## src/rtl/mem_arbiter.sv

```systemverilog
// mem_arbiter: shares the single-port mem between loader (LD), data path
// (DT) and fetcher (FE) with a one-access-at-a-time grant handshake.
//
// Ports:
//   clk, reset (async, active high), hold (blocks new grants in IDLE)
//   ld_*/dt_*/fe_* : req, we, addr, wdata in; gnt, rvalid pulses out
//   rdata          : shared read data, qualified by the *_rvalid pulses
//   mem_we/mem_addr/mem_din out, mem_dout in : registered memory port
//   busy (state != IDLE), owner (0 none, 1 LD, 2 DT, 3 FE)
module mem_arbiter #(
   parameter int ADDR_WIDTH = 16,
   parameter int DATA_WIDTH = 8
) (
   input  logic                  clk,
   input  logic                  reset,
   input  logic                  hold,
   input  logic                  ld_req,
   input  logic                  ld_we,
   input  logic [ADDR_WIDTH-1:0] ld_addr,
   input  logic [DATA_WIDTH-1:0] ld_wdata,
   output logic                  ld_gnt,
   output logic                  ld_rvalid,
   input  logic                  dt_req,
   input  logic                  dt_we,
   input  logic [ADDR_WIDTH-1:0] dt_addr,
   input  logic [DATA_WIDTH-1:0] dt_wdata,
   output logic                  dt_gnt,
   output logic                  dt_rvalid,
   input  logic                  fe_req,
   input  logic [ADDR_WIDTH-1:0] fe_addr,
   output logic                  fe_gnt,
   output logic                  fe_rvalid,
   output logic [DATA_WIDTH-1:0] rdata,
   output logic                  mem_we,
   output logic [ADDR_WIDTH-1:0] mem_addr,
   output logic [DATA_WIDTH-1:0] mem_din,
   input  logic [DATA_WIDTH-1:0] mem_dout,
   output logic                  busy,
   output logic [1:0]            owner
);

   typedef enum logic [1:0] {
      IDLE,
      ACCESS,
      RDWAIT
   } state_t;

   localparam logic [1:0] OWN_NONE = 2'd0;
   localparam logic [1:0] OWN_LD   = 2'd1;
   localparam logic [1:0] OWN_DT   = 2'd2;
   localparam logic [1:0] OWN_FE   = 2'd3;

   state_t state_q, state_d;

   logic [1:0]            win;
   logic                  win_we;
   logic [ADDR_WIDTH-1:0] win_addr;
   logic [DATA_WIDTH-1:0] win_wdata;
   logic                  we_q;
   // 1 when FE held the last DT/FE grant, so DT wins the next tie
   logic                  rr_fe_q;

   always_ff @(posedge clk or posedge reset) begin
      if (reset) state_q <= IDLE;
      else       state_q <= state_d;
   end

   always_comb begin
      state_d = state_q;
      win     = OWN_NONE;
      unique case (state_q)
         IDLE: begin
            if (!hold) begin
               if (ld_req)
                  win = OWN_LD;
               else if (dt_req && fe_req)
                  win = rr_fe_q ? OWN_DT : OWN_FE;
               else if (dt_req)
                  win = OWN_DT;
               else if (fe_req)
                  win = OWN_FE;
               if (win != OWN_NONE)
                  state_d = ACCESS;
            end
         end
         ACCESS:  state_d = we_q ? IDLE : RDWAIT;
         RDWAIT:  state_d = IDLE;
         default: state_d = IDLE;
      endcase
   end

   // Fetch never writes; its wdata slot keeps mem_din unchanged.
   always_comb begin
      win_we    = 1'b0;
      win_addr  = mem_addr;
      win_wdata = mem_din;
      unique case (win)
         OWN_LD: begin
            win_we    = ld_we;
            win_addr  = ld_addr;
            win_wdata = ld_wdata;
         end
         OWN_DT: begin
            win_we    = dt_we;
            win_addr  = dt_addr;
            win_wdata = dt_wdata;
         end
         OWN_FE:  win_addr = fe_addr;
         default: ;
      endcase
   end

   always_ff @(posedge clk or posedge reset) begin
      if (reset) begin
         ld_gnt    <= 1'b0;
         dt_gnt    <= 1'b0;
         fe_gnt    <= 1'b0;
         ld_rvalid <= 1'b0;
         dt_rvalid <= 1'b0;
         fe_rvalid <= 1'b0;
         rdata     <= '0;
         mem_we    <= 1'b0;
         mem_addr  <= '0;
         mem_din   <= '0;
         we_q      <= 1'b0;
         owner     <= OWN_NONE;
         rr_fe_q   <= 1'b1;
      end else begin
         ld_gnt    <= (win == OWN_LD);
         dt_gnt    <= (win == OWN_DT);
         fe_gnt    <= (win == OWN_FE);
         ld_rvalid <= 1'b0;
         dt_rvalid <= 1'b0;
         fe_rvalid <= 1'b0;
         // mem_we is high only in the ACCESS cycle of a write
         mem_we    <= 1'b0;
         if (win != OWN_NONE) begin
            mem_addr <= win_addr;
            mem_din  <= win_wdata;
            we_q     <= win_we;
            mem_we   <= win_we;
            owner    <= win;
            if (win == OWN_DT) rr_fe_q <= 1'b0;
            if (win == OWN_FE) rr_fe_q <= 1'b1;
         end
         if (state_q == ACCESS && we_q)
            owner <= OWN_NONE;
         if (state_q == RDWAIT) begin
            rdata     <= mem_dout;
            ld_rvalid <= (owner == OWN_LD);
            dt_rvalid <= (owner == OWN_DT);
            fe_rvalid <= (owner == OWN_FE);
            owner     <= OWN_NONE;
         end
      end
   end

   assign busy = (state_q != IDLE);

endmodule

```

## config.mk

```make
export PLATFORM = sky130hd
export DESIGN_NAME = mem_arbiter
export DESIGN_NICKNAME = d
export VERILOG_FILES = /design/src/rtl/mem_arbiter.sv
export SDC_FILE = /design/constraint.sdc
export NUM_CORES = 1
export LEC_CHECK = 0
export CORE_MARGIN = 10
export CORE_UTILIZATION = 40
export CTS_CLUSTER_DIAMETER = 150
export DETAILED_ROUTE_END_ITERATION = 10
export PLACE_DENSITY = 0.86
export SLEW_MARGIN = 10
export SYNTH_ARGS = -nofsm -noshare
export SYNTH_HDL_FRONTEND = slang
export SYNTH_SLANG_ARGS = --single-unit
```

## constraint.sdc

```tcl
create_clock -name clk -period 3.6 [get_ports clk]
set_input_delay 0.36 -clock clk [delete_from_list [all_inputs] [get_ports clk]]
set_output_delay 0.36 -clock clk [all_outputs]
set_load 0.02 [all_outputs]
```

==> impl_metrics.csv, run 1 <==
group,metric,value,unit
outcome,status,"finished, final reports clean",
setup_path,crit_path_max_fanout,21,
drt,wl_per_cell,18.6,µm
power,vdd_drop_max,307,µV
setup_path,critPathArrivalTime,2.19,ns
drt,postRouteAntennaNets,0,
drt,drcViolationCount,0,
global_routing,grt_pass1_vias,2041,
worst_hold_path,hp-start,"rdata[6]",
power,power,2240,µW
drt,via_per_inst,5.25,
floorplan,floorplan.rows,25,
clocking,cts-root-buf,"clkbuf_8",
floorplan,die_h,90.7,µm
sta,rsz0062_at_grt,"false",
yosys,avgSynthCellArea,11.1,µm²
final_layout,final_util,69.4,%
sta,fin_crit,2.04,ns
final_layout,finalNetCount,375,
placement,dp_slack,1.28,ns
floorplan,die_w,90.7,µm
setup_path,reg2reg_to,"mem_addr[2]",
placement,gp_congestion,0.737,
floorplan,die-area,8220,µm²
sta,period_share,56.7,%
clocking,cts_htree_levels,2,
setup_path,critPathCapture,"mem_addr[8]",
run,cap_violations,0,
yosys,yosys_warnings,0,
setup_path,r2r_start,"state_q[1]",
sta,holdWs,0.510,ns
placement,hpwlAfterDp,5.20,mm
global_routing,overflow,0,
setup_path,crit_type,"in2reg",
worst_hold_path,min_path_type,"reg2reg",
drt,routed_wirelength,6.77,mm
drt,drtIter0Drc,141,
global_routing,grt_start_max_net_pins,46,
floorplan,initial_core_util,41.8,%
setup_path,critPathLaunch,"ld_req",
yosys,ys_seq_area_share,56.4,%
setup_path,critPathCaptureType,"flip-flop",
yosys,synth_fp_nets,260,
yosys,synth-seq-cells,45,
clocking,postCtsSetupRepairBufs,0,
clocking,clkLatencyLatePin,0.29,ns
setup_path,reg2regPathDepth,4,
global_routing,grt_first_pass_wirelength,10.7,mm
sta,finalWorstSetupSlack,1.56,ns
sta,finalSetupTns,0,ns
floorplan,core-area,4790,µm²
sta,skew,0.00466,ns
floorplan,pin_count,122,
setup_path,critPathLaunchType,"primary input",
final_layout,layout_common_cells,"clkdlybuf4s50_1 (121), dfrtp_1 (44), a21oi_1 (29)",
clocking,cts_buffers,5,
drt,vias,1906,
clocking,tritoncts,"built",
final_layout,diodes,0,
final_layout,nFillCells,375,
yosys,netlist_area,2000,µm²
clocking,cts_hold_buf,0,
power,power_density,673,nW/µm²
power,p_leak,0.00135,µW
clocking,cts.sinks,45,
clocking,clkSlewWorstSetupHoldPaths,0.08,ns
final_layout,drive_above_1_share,8.78,%
setup_path,r2r_slack,1.83,ns
sta,setup_viol,0,
sta,max_slew.worst_pin.slew,0.958,ns
sta,relSlewSlack,36.1,%
placement,numPortBuffers,121,
clocking,post_cts_resize_count,0,
final_layout,area_delta_synth_final,66.2,%
global_routing,antenna_found_initial,0,
clocking,clk_path_buf_depth,2,
sta,drv_slew,0,
yosys,ys_types,33,
setup_path,required,3.74,ns
final_layout,layout_commonest_cell,"clkdlybuf4s50_1",
global_routing,grt.total_usage,15.9,%
sta,hold_viol,0,
yosys,netlist_instances,180,
sta,fmax,490,MHz
drt,dr.pass1.iters,5,
cell families after synthesis:
| logic type | after synthesis | share of synthesized area [%] |
|---|---|---|
| and+or+nand+nor | 41 | 11.0 |
| buffers and inverters | 20 | 6.07 |
| muxes | 9 | 5.01 |
| AOI/OAI and AO/OA | 65 | 21.5 |
| DFF | 45 | 56.4 |
power breakdown:
group / internal, µW / switching [µW]
clock network: 226 / 165
registers: 693 / 113
logic: 533 / 506
total: 1450 / 784
cell type report:
cell class | instances | area, µm² | area share [%]
clock inverter | 1 | 30.0 | 0.904
clock buffer | 7 | 86.3 | 2.60
sequential | 45 | 1130 | 33.9
timing repair buffer | 123 | 1230 | 36.9
tap | 67 | 83.8 | 2.52
inverter | 5 | 18.8 | 0.565
multi-input combinational | 115 | 749 | 22.6
metal layers:
layer	vias to the layer above	global-route usage, %	part of all wire, %
met3	15	4.99	6.5
met4	0	5.31	2.2
met2	87	28.7	53
met5	-	0	0
li1	908	-	-
met1	896	17.1	38
cells in the mapped netlist (all sizes together):
library cell	n	area share, %
nor3	3	0.75
a31oi	1	0.31
or3	1	0.56
nor3b	1	0.38
or2	1	0.31
and2	3	1.0
a31o	1	0.44
and3	4	1.5
o21bai	1	0.38
nand2b	1	0.31
mux2	8	4.5
dfrtp	44	55
inv	5	0.94
nand3	1	0.25
buf	11	4.4
nand2	5	1.1
nor2	17	3.6
a21oi	29	7.3
mux2i	1	0.50
o21ai	1	0.25
nor2b	2	0.63
or2b	1	0.38
a222oi	15	7.5
dfstp	1	1.3
o22ai	17	5.3
nand4	1	0.31
clkbuf	4	0.75
per-stage QoR:
stage          area, µm²  instances
2_1_floorplan       2000        180
3_3_place_gp        3210        355
3_5_place_dp        3210        355
4_1_cts             3320        363
5_1_grt             3320        363
6_report            3320        363
critical path, cell delays in order:
cell,delay (ns)
clkdlybuf4s50_1,0.46
buf_4,0.25
inv_1,0.24
and3_1,0.42
a222oi_1,0.33
a21oi_1,0.13
sequential cells by signal, indices dropped and copies added (netlist names), 2 cells and up:
signal / cells
mem_addr: 16
mem_din: 8
rdata: 8
owner: 2
state_q: 2
worst min-delay path by stage:
stage / end / cells after the start
global route: rdata[4] / 1
finish: rdata[6] / 1
detailed placement: rdata[6] / 1
floorplan: we_q / 2
CTS: rdata[6] / 1
global placement: rdata[0] / 1
No activity file was read; power rests on OpenSTA's default activity.
==> run 2, diff against run 1 <==
--- a/config.mk
+++ b/config.mk
@@ -6,10 +6,10 @@
 export NUM_CORES = 1
 export LEC_CHECK = 0
 export CORE_MARGIN = 10
-export CORE_UTILIZATION = 40
+export CORE_UTILIZATION = 37
 export CTS_CLUSTER_DIAMETER = 150
 export DETAILED_ROUTE_END_ITERATION = 10
-export PLACE_DENSITY = 0.86
+export PLACE_DENSITY = 0.8
 export SLEW_MARGIN = 10
 export SYNTH_ARGS = -nofsm -noshare
 export SYNTH_HDL_FRONTEND = slang
==> constraint.sdc (replaced) <==
create_clock -name clk -period 2.05 [get_ports clk]
set_input_delay 0.205 -clock clk [delete_from_list [all_inputs] [get_ports clk]]
set_output_delay 0.205 -clock clk [all_outputs]
set_load 0.02 [all_outputs]
==> impl_metrics.csv, run 2 (same netlist as run 1, synthesis figures left out) <==
group,metric,value,unit
sta,max_slew.worst_pin.slew,0.616,ns
sta,drv_slew,0,
power,p_leak,0.00136,µW
clocking,tritoncts,"built",
placement,hpwlAfterDp,5.15,mm
global_routing,overflow,0,
sta,relSlewSlack,58.9,%
clocking,cts_buffers,5,
drt,vias,1920,
outcome,status,"finished, final reports clean",
drt,postRouteAntennaNets,0,
drt,via_per_inst,5.19,
final_layout,reg.largest.list,"mem_addr: 16 flops, mem_din: 8 flops, rdata: 8 flops",
setup_path,required,1.85,ns
global_routing,grt.total_usage,14.3,%
power,power,3790,µW
setup_path,max_stage_delay,0.56,ns
floorplan,die_h,93.5,µm
floorplan,die-area,8740,µm²
setup_path,crit_type,"reg2out",
global_routing,antenna_found_initial,0,
clocking,clk_path_buf_depth,2,
run,cap_violations,0,
sta,rsz0062_at_grt,"false",
floorplan,floorplan.rows,26,
clocking,cts.sinks,45,
setup_path,cp_cell_sequence,"or2_2, clkdlybuf4s50_1",
final_layout,fin_area,3350,µm²
final_layout,nFillCells,415,
final_layout,largest_register_ffs,16,
drt,drcViolationCount,0,
global_routing,grt_first_pass_wirelength,10.1,mm
clocking,cts_htree_levels,2,
placement,placed_cell_area,3260,µm²
sta,fin_crit,1.77,ns
placement,placed_cells,362,
floorplan,die_w,93.5,µm
clocking,postCtsSetupRepairBufs,0,
worst_hold_path,min_path_type,"in2async",
global_routing,grt_pass1_vias,1958,
final_layout,top_register,"mem_addr",
sta,skew,0.00738,ns
sta,fmax,564,MHz
setup_path,crit_path_max_fanout,5,
sta,period_share,86.5,%
drt,dr.pass1.iters,5,
clocking,cts-root-buf,"clkbuf_8",
power,power_density,1130,nW/µm²
clocking,clkSlewWorstSetupHoldPaths,0.09,ns
clocking,post_cts_resize_count,0,
floorplan,pin_count,122,
drt,routed_wirelength,6.63,mm
setup_path,critPathLaunchType,"flip-flop",
sta,holdWs,0.267,ns
final_layout,stdcell_count,370,
drt,wl_per_cell,17.9,µm
sta,hold_viol,0,
sta,finalSetupTns,0,ns
clocking,clkLatencyLatePin,0.29,ns
final_layout,layout_common_cells,"clkdlybuf4s50_1 (121), dfrtp_1 (44), a21oi_1 (29)",
setup_path,critPathCaptureType,"primary output",
power,vdd_drop_max,567,µV
final_layout,layout_commonest_cell,"clkdlybuf4s50_1",
sta,setup_viol,0,
final_layout,finalNetCount,379,
global_routing,grt_start_max_net_pins,25,
clocking,cts_hold_buf,0,
final_layout,drive_above_1_share,10.3,%
setup_path,critPathArrivalTime,1.57,ns
placement,gp_congestion,0.807,
setup_path,slowest_stage,"clkdlybuf4s50_1",
floorplan,core-area,5170,µm²
floorplan,initial_core_util,38.6,%
placement,numPortBuffers,121,
drt,drtIter0Drc,136,
setup_path,reg2regPathDepth,4,
final_layout,area_delta_synth_final,67.9,%
final_layout,diodes,0,
-- run 2: cell types whose count changed in the layout (fill, tap and decap cells not counted), sizes merged --
| cell | previous run | this run |
|---|---|---|
| buf | 2 | 6 |
| bufinv | 1 | 0 |
| clkbuf | 7 | 5 |
| clkinv | 0 | 1 |
| clkinvlp | 0 | 1 |
| inv | 5 | 6 |
-- run 2: worst paths after layout --
path	from	slack (ns)	to
worst max-delay path	state_q[1]	0.28	busy
worst min-delay path	reset	0.27	rdata[6]
worst max register to register	rr_fe_q	0.30	mem_addr[7]
worst min register to register	owner[0]	0.51	dt_rvalid
max in group asynchronous	reset	1.20	rr_fe_q
min in group clk	ld_addr[2]	0.51	mem_addr[2]
-- run 2: per-layer routing --
metal  vias to the layer above  share of wire (%)  routed length (µm)  GRT usage, %
met5                         -                  0                   0             0
met4                         0               0.62                  41          2.57
met3                         4                8.3                 551          5.52
met2                        82                 52                3420          24.1
met1                       917                 39                2610          17.0
li1                        917                  -                   -             -
-- run 2: where the power goes --
| part | internal [µW] | total, µW | leakage, µW | switching (µW) |
|---|---|---|---|---|
| registers | 1220 | 1410 | 0.000537 | 194 |
| clock network | 242 | 536 | 0.0000445 | 295 |
| logic | 957 | 1840 | 0.000778 | 886 |
| total | 2420 | 3790 | 0.00136 | 1370 |
-- run 2: per-stage QoR --
step                utilization (%)  setup slack, ns
CTS                            64.9            0.264
detailed placement             63.1            0.163
global route                   64.9            0.139
finish                         64.9            0.276
floorplan                         -            0.594
global placement               63.1            0.273
-- run 2: worst max-delay path, delay by kind of cell, from the launching register on --
kind / cells / cell delay, ns
buf+inv: 1 / 0.56
flops: 1 / 0.42
simple gates: 1 / 0.30
-- run 2: layout make-up --
| cell class | count | area, µm² | share of cell area, % |
|---|---|---|---|
| clock buffer | 5 | 68.8 | 2.05 |
| clock inverter | 3 | 21.3 | 0.634 |
| inverter | 5 | 18.8 | 0.559 |
| multi-input combinational | 115 | 749 | 22.3 |
| sequential | 45 | 1130 | 33.6 |
| tap | 70 | 87.6 | 2.61 |
| timing repair buffer | 127 | 1280 | 38.2 |
